$ cat src/rtl/mem_access_ctrl_if.sv
// External memory port of the access controller: request strobe, address/data
// outbound, and the ready/read-data acknowledge coming back from memory.
interface mem_access_ctrl_if #(
  parameter int ADDR_W = 15,
  parameter int DATA_W = 16
);
  logic [ADDR_W-1:0] mem_addr;
  logic [DATA_W-1:0] mem_wdata;
  logic              mem_en;
  logic              mem_we;
  logic [DATA_W-1:0] mem_rdata;
  logic              mem_ready;

  modport master (
    output mem_addr, mem_wdata, mem_en, mem_we,
    input  mem_rdata, mem_ready
  );

  modport slave (
    input  mem_addr, mem_wdata, mem_en, mem_we,
    output mem_rdata, mem_ready
  );
endinterface

$ cat src/rtl/mem_access_ctrl.sv
// Runs one read or write on the external memory port per start command, waiting
// for mem_ready up to TIMEOUT cycles, then reports done/err for one cycle.
module mem_access_ctrl #(
  parameter int ADDR_W  = 15,
  parameter int DATA_W  = 16,
  parameter int TIMEOUT = 8
) (
  input  logic              clk,
  input  logic              rst_n,
  input  logic [ADDR_W-1:0] addr_in,
  input  logic [DATA_W-1:0] wdata_in,
  input  logic              start_rd,
  input  logic              start_wr,
  output logic              busy,
  output logic              done,
  output logic              err,
  output logic [DATA_W-1:0] rdata_out,
  mem_access_ctrl_if.master mem
);

  localparam int CNT_W = $clog2(TIMEOUT + 1);
  localparam logic [CNT_W-1:0] CNT_LAST = CNT_W'(TIMEOUT - 1);
  localparam logic [CNT_W-1:0] CNT_MAX  = CNT_W'(TIMEOUT);

  typedef enum logic [1:0] {IDLE, ACCESS, WAIT, DONE} state_t;

  state_t            state_reg, state_next;
  logic              we_reg, we_next;
  logic              err_reg, err_next;
  logic [CNT_W-1:0]  cnt_reg, cnt_next;
  logic [ADDR_W-1:0] addr_reg, addr_next;
  logic [DATA_W-1:0] wdata_reg, wdata_next;
  logic [DATA_W-1:0] rdata_reg, rdata_next;

  always_ff @(posedge clk or negedge rst_n) begin
    if (!rst_n) begin
      state_reg <= IDLE;
      we_reg    <= 1'b0;
      err_reg   <= 1'b0;
      cnt_reg   <= '0;
      addr_reg  <= '0;
      wdata_reg <= '0;
      rdata_reg <= '0;
    end else begin
      state_reg <= state_next;
      we_reg    <= we_next;
      err_reg   <= err_next;
      cnt_reg   <= cnt_next;
      addr_reg  <= addr_next;
      wdata_reg <= wdata_next;
      rdata_reg <= rdata_next;
    end
  end

  always_comb begin
    state_next = state_reg;
    we_next    = we_reg;
    err_next   = err_reg;
    cnt_next   = cnt_reg;
    addr_next  = addr_reg;
    wdata_next = wdata_reg;
    rdata_next = rdata_reg;
    case (state_reg)
      IDLE: begin
        if (start_rd || start_wr) begin
          addr_next  = addr_in;
          wdata_next = wdata_in;
          // Read takes priority when both commands arrive together.
          we_next    = start_wr & ~start_rd;
          err_next   = 1'b0;
          state_next = ACCESS;
        end
      end
      ACCESS: begin
        cnt_next   = '0;
        state_next = WAIT;
      end
      WAIT: begin
        // Ready is checked before the timeout so a late ack still counts as good.
        if (mem.mem_ready) begin
          if (!we_reg) begin
            rdata_next = mem.mem_rdata;
          end
          err_next   = 1'b0;
          state_next = DONE;
        end else if (cnt_reg == CNT_LAST) begin
          err_next   = 1'b1;
          state_next = DONE;
        end else if (cnt_reg != CNT_MAX) begin
          cnt_next = cnt_reg + CNT_W'(1);
        end
      end
      DONE: begin
        err_next   = 1'b0;
        state_next = IDLE;
      end
      default: state_next = IDLE;
    endcase
  end

  assign busy          = (state_reg != IDLE);
  assign done          = (state_reg == DONE);
  assign err           = (state_reg == DONE) && err_reg;
  assign rdata_out     = rdata_reg;
  assign mem.mem_en    = (state_reg == ACCESS) || (state_reg == WAIT);
  assign mem.mem_we    = mem.mem_en && we_reg;
  assign mem.mem_addr  = addr_reg;
  assign mem.mem_wdata = wdata_reg;

endmodule

$ cat src/flat_wrapper.sv
// flat-port wrapper written by rule: the top's interface ports become plain ports
module mem_access_ctrl_flat 
#(
  parameter int ADDR_W  = 15,
  parameter int DATA_W  = 16,
  parameter int TIMEOUT = 8
)
  (clk, rst_n, addr_in, wdata_in, start_rd, start_wr, busy, done, err, rdata_out, mem_mem_addr, mem_mem_wdata, mem_mem_en, mem_mem_we, mem_mem_rdata, mem_mem_ready);
  mem_access_ctrl_if #(.ADDR_W(ADDR_W), .DATA_W(DATA_W)) mem_i ();
  input  logic clk;
  input  logic rst_n;
  input  logic [ADDR_W-1:0] addr_in;
  input  logic [DATA_W-1:0] wdata_in;
  input  logic start_rd;
  input  logic start_wr;
  output logic busy;
  output logic done;
  output logic err;
  output logic [DATA_W-1:0] rdata_out;
  output wire logic [$bits(mem_i.mem_addr)-1:0] mem_mem_addr;
  output wire logic [$bits(mem_i.mem_wdata)-1:0] mem_mem_wdata;
  output wire logic [$bits(mem_i.mem_en)-1:0] mem_mem_en;
  output wire logic [$bits(mem_i.mem_we)-1:0] mem_mem_we;
  input wire logic [$bits(mem_i.mem_rdata)-1:0] mem_mem_rdata;
  input wire logic [$bits(mem_i.mem_ready)-1:0] mem_mem_ready;
  assign mem_mem_addr = mem_i.mem_addr;
  assign mem_mem_wdata = mem_i.mem_wdata;
  assign mem_mem_en = mem_i.mem_en;
  assign mem_mem_we = mem_i.mem_we;
  assign mem_i.mem_rdata = mem_mem_rdata;
  assign mem_i.mem_ready = mem_mem_ready;
  mem_access_ctrl #(.ADDR_W(ADDR_W), .DATA_W(DATA_W), .TIMEOUT(TIMEOUT)) u_core (.clk(clk), .rst_n(rst_n), .addr_in(addr_in), .wdata_in(wdata_in), .start_rd(start_rd), .start_wr(start_wr), .busy(busy), .done(done), .err(err), .rdata_out(rdata_out), .mem(mem_i));
endmodule
$ cat config.mk
export PLATFORM = sky130hd
export DESIGN_NAME = mem_access_ctrl_flat
export DESIGN_NICKNAME = d
export VERILOG_FILES = /design/src/rtl/mem_access_ctrl_if.sv /design/src/rtl/mem_access_ctrl.sv /design/src/flat_wrapper.sv
export SDC_FILE = /design/constraint.sdc
export NUM_CORES = 1
export LEC_CHECK = 0
export CORE_ASPECT_RATIO = 1.4
export CORE_UTILIZATION = 30
export CTS_BUF_LIST = sky130_fd_sc_hd__clkbuf_16
export DETAILED_ROUTE_END_ITERATION = 16
export GPL_ROUTABILITY_DRIVEN = 0
export GPL_TIMING_DRIVEN = 0
export MAX_ROUTING_LAYER = met4
export REMOVE_ABC_BUFFERS = 1
export SLEW_MARGIN = 20
export SYNTH_ARGS = -nofsm -noshare
export SYNTH_HDL_FRONTEND = slang
export SYNTH_SLANG_ARGS = --single-unit
$ cat constraint.sdc
create_clock -name clk -period 2.1 [get_ports clk]
set_input_delay 0.21 -clock clk [delete_from_list [all_inputs] [get_ports clk]]
set_output_delay 0.21 -clock clk [all_outputs]
set_load 0.03 [all_outputs]
==> flow_summary.json <==
{
  "status": "finished, final reports clean",
  "fill_cells": 675,
  "hold_class": "primary input to asynchronous set/reset pin",
  "swShare": 0.394,
  "yosysTopAreaCellShare": 0.587,
  "final_cell_area_sq_mm": 0.00367,
  "crit_type": "flop to output port",
  "grt_max_degree": 48,
  "synth_edf_count": 0,
  "root_buffer": "clkbuf_16",
  "maxSlewViolCount": 0,
  "ios": 104,
  "crit_family": "buffers and inverters",
  "drc": 0,
  "grt.overflow.total": 0,
  "ys_types": 27,
  "maxCapViolCount": 0,
  "synth_top_area_cell": "dfrtp_1",
  "dp.cells": 352,
  "drtIter0Drc": 59,
  "fmax_ghz": 0.530,
  "dieArea_sq_mm": 0.00818,
  "cts_tree": "done",
  "ys_seq_elements": 55,
  "seqCellArea_sq_mm": 0.00138,
  "die_height_um": 107,
  "powerDensity_mw_per_mm2": 1670,
  "p_leak_nw": 1.59,
  "yosysMostFrequentCell": "dfrtp_1",
  "arrival_ns": 1.68,
  "combPwrFrac": 0.565,
  "end_kind": "output port",
  "initial_core_util": 0.315,
  "multiInputGateArea_sq_um": 917,
  "ys.flop_type": "dfrtp_1",
  "post-dp-hpwl_um": 3490,
  "num_antenna_cells": 0,
  "numCtsBuffers": 5,
  "cts_setup_buffers": 0,
  "clkPwrFrac": 0.131,
  "power_mw": 6.15,
  "synth_commonest_cells": "55 x dfrtp_1, 38 x mux2_2, 10 x mux2_4, 9 x ha_1, 7 x inv_1",
  "synth_area_leaders": "dfrtp_1 59%, mux2_2 18%, mux2_4 6.4%",
  "postSynthCellCount": 156,
  "vias_per_cell": 4.43,
  "cts_max_path_buffers": 2,
  "post_dp_cell_area_sq_mm": 0.00351,
  "fin_crit_sh": 0.898,
  "cp_slowest_cell": "clkdlybuf4s50_1",
  "fin_nets": 324,
  "clkLatencyLatePin_ns": 0.29,
  "path_buf_inv": 1,
  "rsz0062_at_grt": "no",
  "seq_area_frac_synth": 0.587,
  "coreArea_sq_mm": 0.00745,
  "synthArstFlopShare": 1.00,
  "drive_above_1_share": 0.246,
  "cpPeakStageDelay_ns": 0.66,
  "fin_crit_ns": 1.89,
  "fin_util": 0.492,
  "skew_ns": 0.00520,
  "synthToLayoutAreaGrowth_pct": 56.4,
  "ant_nets": 0,
  "ir_drop_v": 0.000659,
  "yosys_warnings": 0,
  "num_vias": 1600,
  "clock-sinks": 55,
  "cp-start-kind": "flop",
  "p_sw_mw": 2.42,
  "num_rows": 37,
  "routed_wire_length_per_instance_um": 13.2,
  "grt_pass1_wl_um": 8230,
  "htreeDepth": 2,
  "post_synth.cell_area_avg_sq_um": 15.0,
  "cts.clk_slew.worst_paths_ns": 0.07,
  "antenna_found_initial": 0,
  "slew_headroom": 0.576,
  "synth_area_sq_mm": 0.00235,
  "p_seq_frac": 0.304,
  "worst_slew_pin_slew_ns": 0.633,
  "critical_path_required_ns": 1.89,
  "final-setup-viol-count": 0,
  "die_x_um": 76.7,
  "drtPass1Iterations": 4,
  "path_cells": "ha_1, and2_1, clkdlybuf4s50_1",
  "grt_pass1_vias": 1739,
  "routed_wl_um": 4750,
  "grt_util_all_layers": 0.128,
  "crit_path_max_fanout": 5,
  "internal_power_mw": 3.72,
  "report.final.hold_viol_count": 0,
  "io_buffers": 103,
  "fin_cells": 361
}
-- cells by family (layout without fill, tap and decap cells) --
| logic type | after synthesis | count (layout) | synth area share |
|---|---|---|---|
| DFF | 55 | 55 | 0.587 |
| AOI/OAI and AO/OA | 10 | 10 | 0.0320 |
| muxes | 50 | 50 | 0.255 |
| buffers and inverters | 13 | 121 | 0.0293 |
| and+or+nand+nor | 19 | 19 | 0.0491 |
| adders and majority gates | 9 | 9 | 0.0480 |
-- worst register-to-register path: cells and delay by family, from the launching register on --
family | cells | cell delay, ns
and+or+nand+nor | 2 | 0.48
DFF | 1 | 0.43
adders and majority gates | 1 | 0.33
muxes | 1 | 0.33
buffers and inverters | 1 | 0.15
-- final timing paths --
kind | from | cells past startpoint | slack (ns) | to
max | u_core.state_reg[1] | 3 | 0.21 | err
min | rst_n | 2 | 0.30 | u_core.mem.mem_wdata[1]
max reg2reg | u_core.state_reg[0] | 5 | 0.27 | u_core.rdata_out[6]
min reg2reg | u_core.mem.mem_addr[14] | 1 | 0.50 | u_core.mem.mem_addr[14]
max in group asynchronous | rst_n | 3 | 1.34 | u_core.rdata_out[6]
min in group clk | u_core.mem.mem_addr[14] | 1 | 0.50 | u_core.mem.mem_addr[14]
-- power groups by stage --
stage | combinational [mW] | clock, mW | sequential [mW]
global placement | 3.48 | 0 | 1.87
floorplan | 1.20 | 0 | 2.80
CTS | 3.52 | 0.863 | 1.87
finish | 3.47 | 0.808 | 1.87
detailed placement | 3.52 | 0 | 1.88
global route | 3.68 | 0.893 | 1.96
-- area by class of cell --
| class | instances | area share |
|---|---|---|
| Sequential cell | 55 | 0.375 |
| Timing Repair Buffer | 106 | 0.296 |
| Multi-Input combinational cell | 88 | 0.250 |
| Clock buffer | 5 | 0.0341 |
| Tap cell | 97 | 0.0331 |
| Inverter | 7 | 0.00716 |
| Clock inverter | 3 | 0.00511 |
-- layer usage --
layer	GRT usage	share of wire	vias to the layer above
li1	-	-	763
met1	0.156	0.43	761
met2	0.211	0.50	72
met3	0.0264	0.063	4
met4	0.0453	0.0086	0
met5	-	0	-
-- placed cells by master (no fill, tap or decap), types with 2 or more instances in the layout --
cell type / synthesis / final
nand3_1: 3 / 3
clkbuf_16: 0 / 5
nand3b_1: 2 / 2
ha_1: 9 / 8
clkinv_2: 0 / 2
dlymetal6s2s_1: 0 / 2
mux2_4: 10 / 10
clkdlybuf4s50_1: 0 / 99
inv_1: 7 / 7
o32a_1: 2 / 2
mux2_2: 38 / 38
and2_1: 2 / 2
nand4b_1: 2 / 2
dfrtp_1: 55 / 55
mux2i_1: 2 / 2
nand2_1: 3 / 3
a21oi_1: 3 / 3
-- per-stage QoR --
| stage | hold WS (ns) | setup slack, ns | TNS, ns |
|---|---|---|---|
| 6_report | 0.296 | 0.214 | 0 |
| 5_1_grt | 0.291 | 0.0913 | 0 |
| 4_1_cts | 0.288 | 0.0233 | 0 |
| 3_5_place_dp | 0.0576 | -0.218 | -2.87 |
| 3_3_place_gp | 0.485 | -1.30 | -101.60 |
| 2_1_floorplan | -0.0856 | -0.161 | -5.00 |
-- timing repair --
item                       4_1_cts  5_1_grt
hold buffers                     1        0
hold endpoints to repair         8        0
gates resized for setup          3        3
setup endpoints to repair       17       18
No activity file was read; power rests on OpenSTA's default activity.
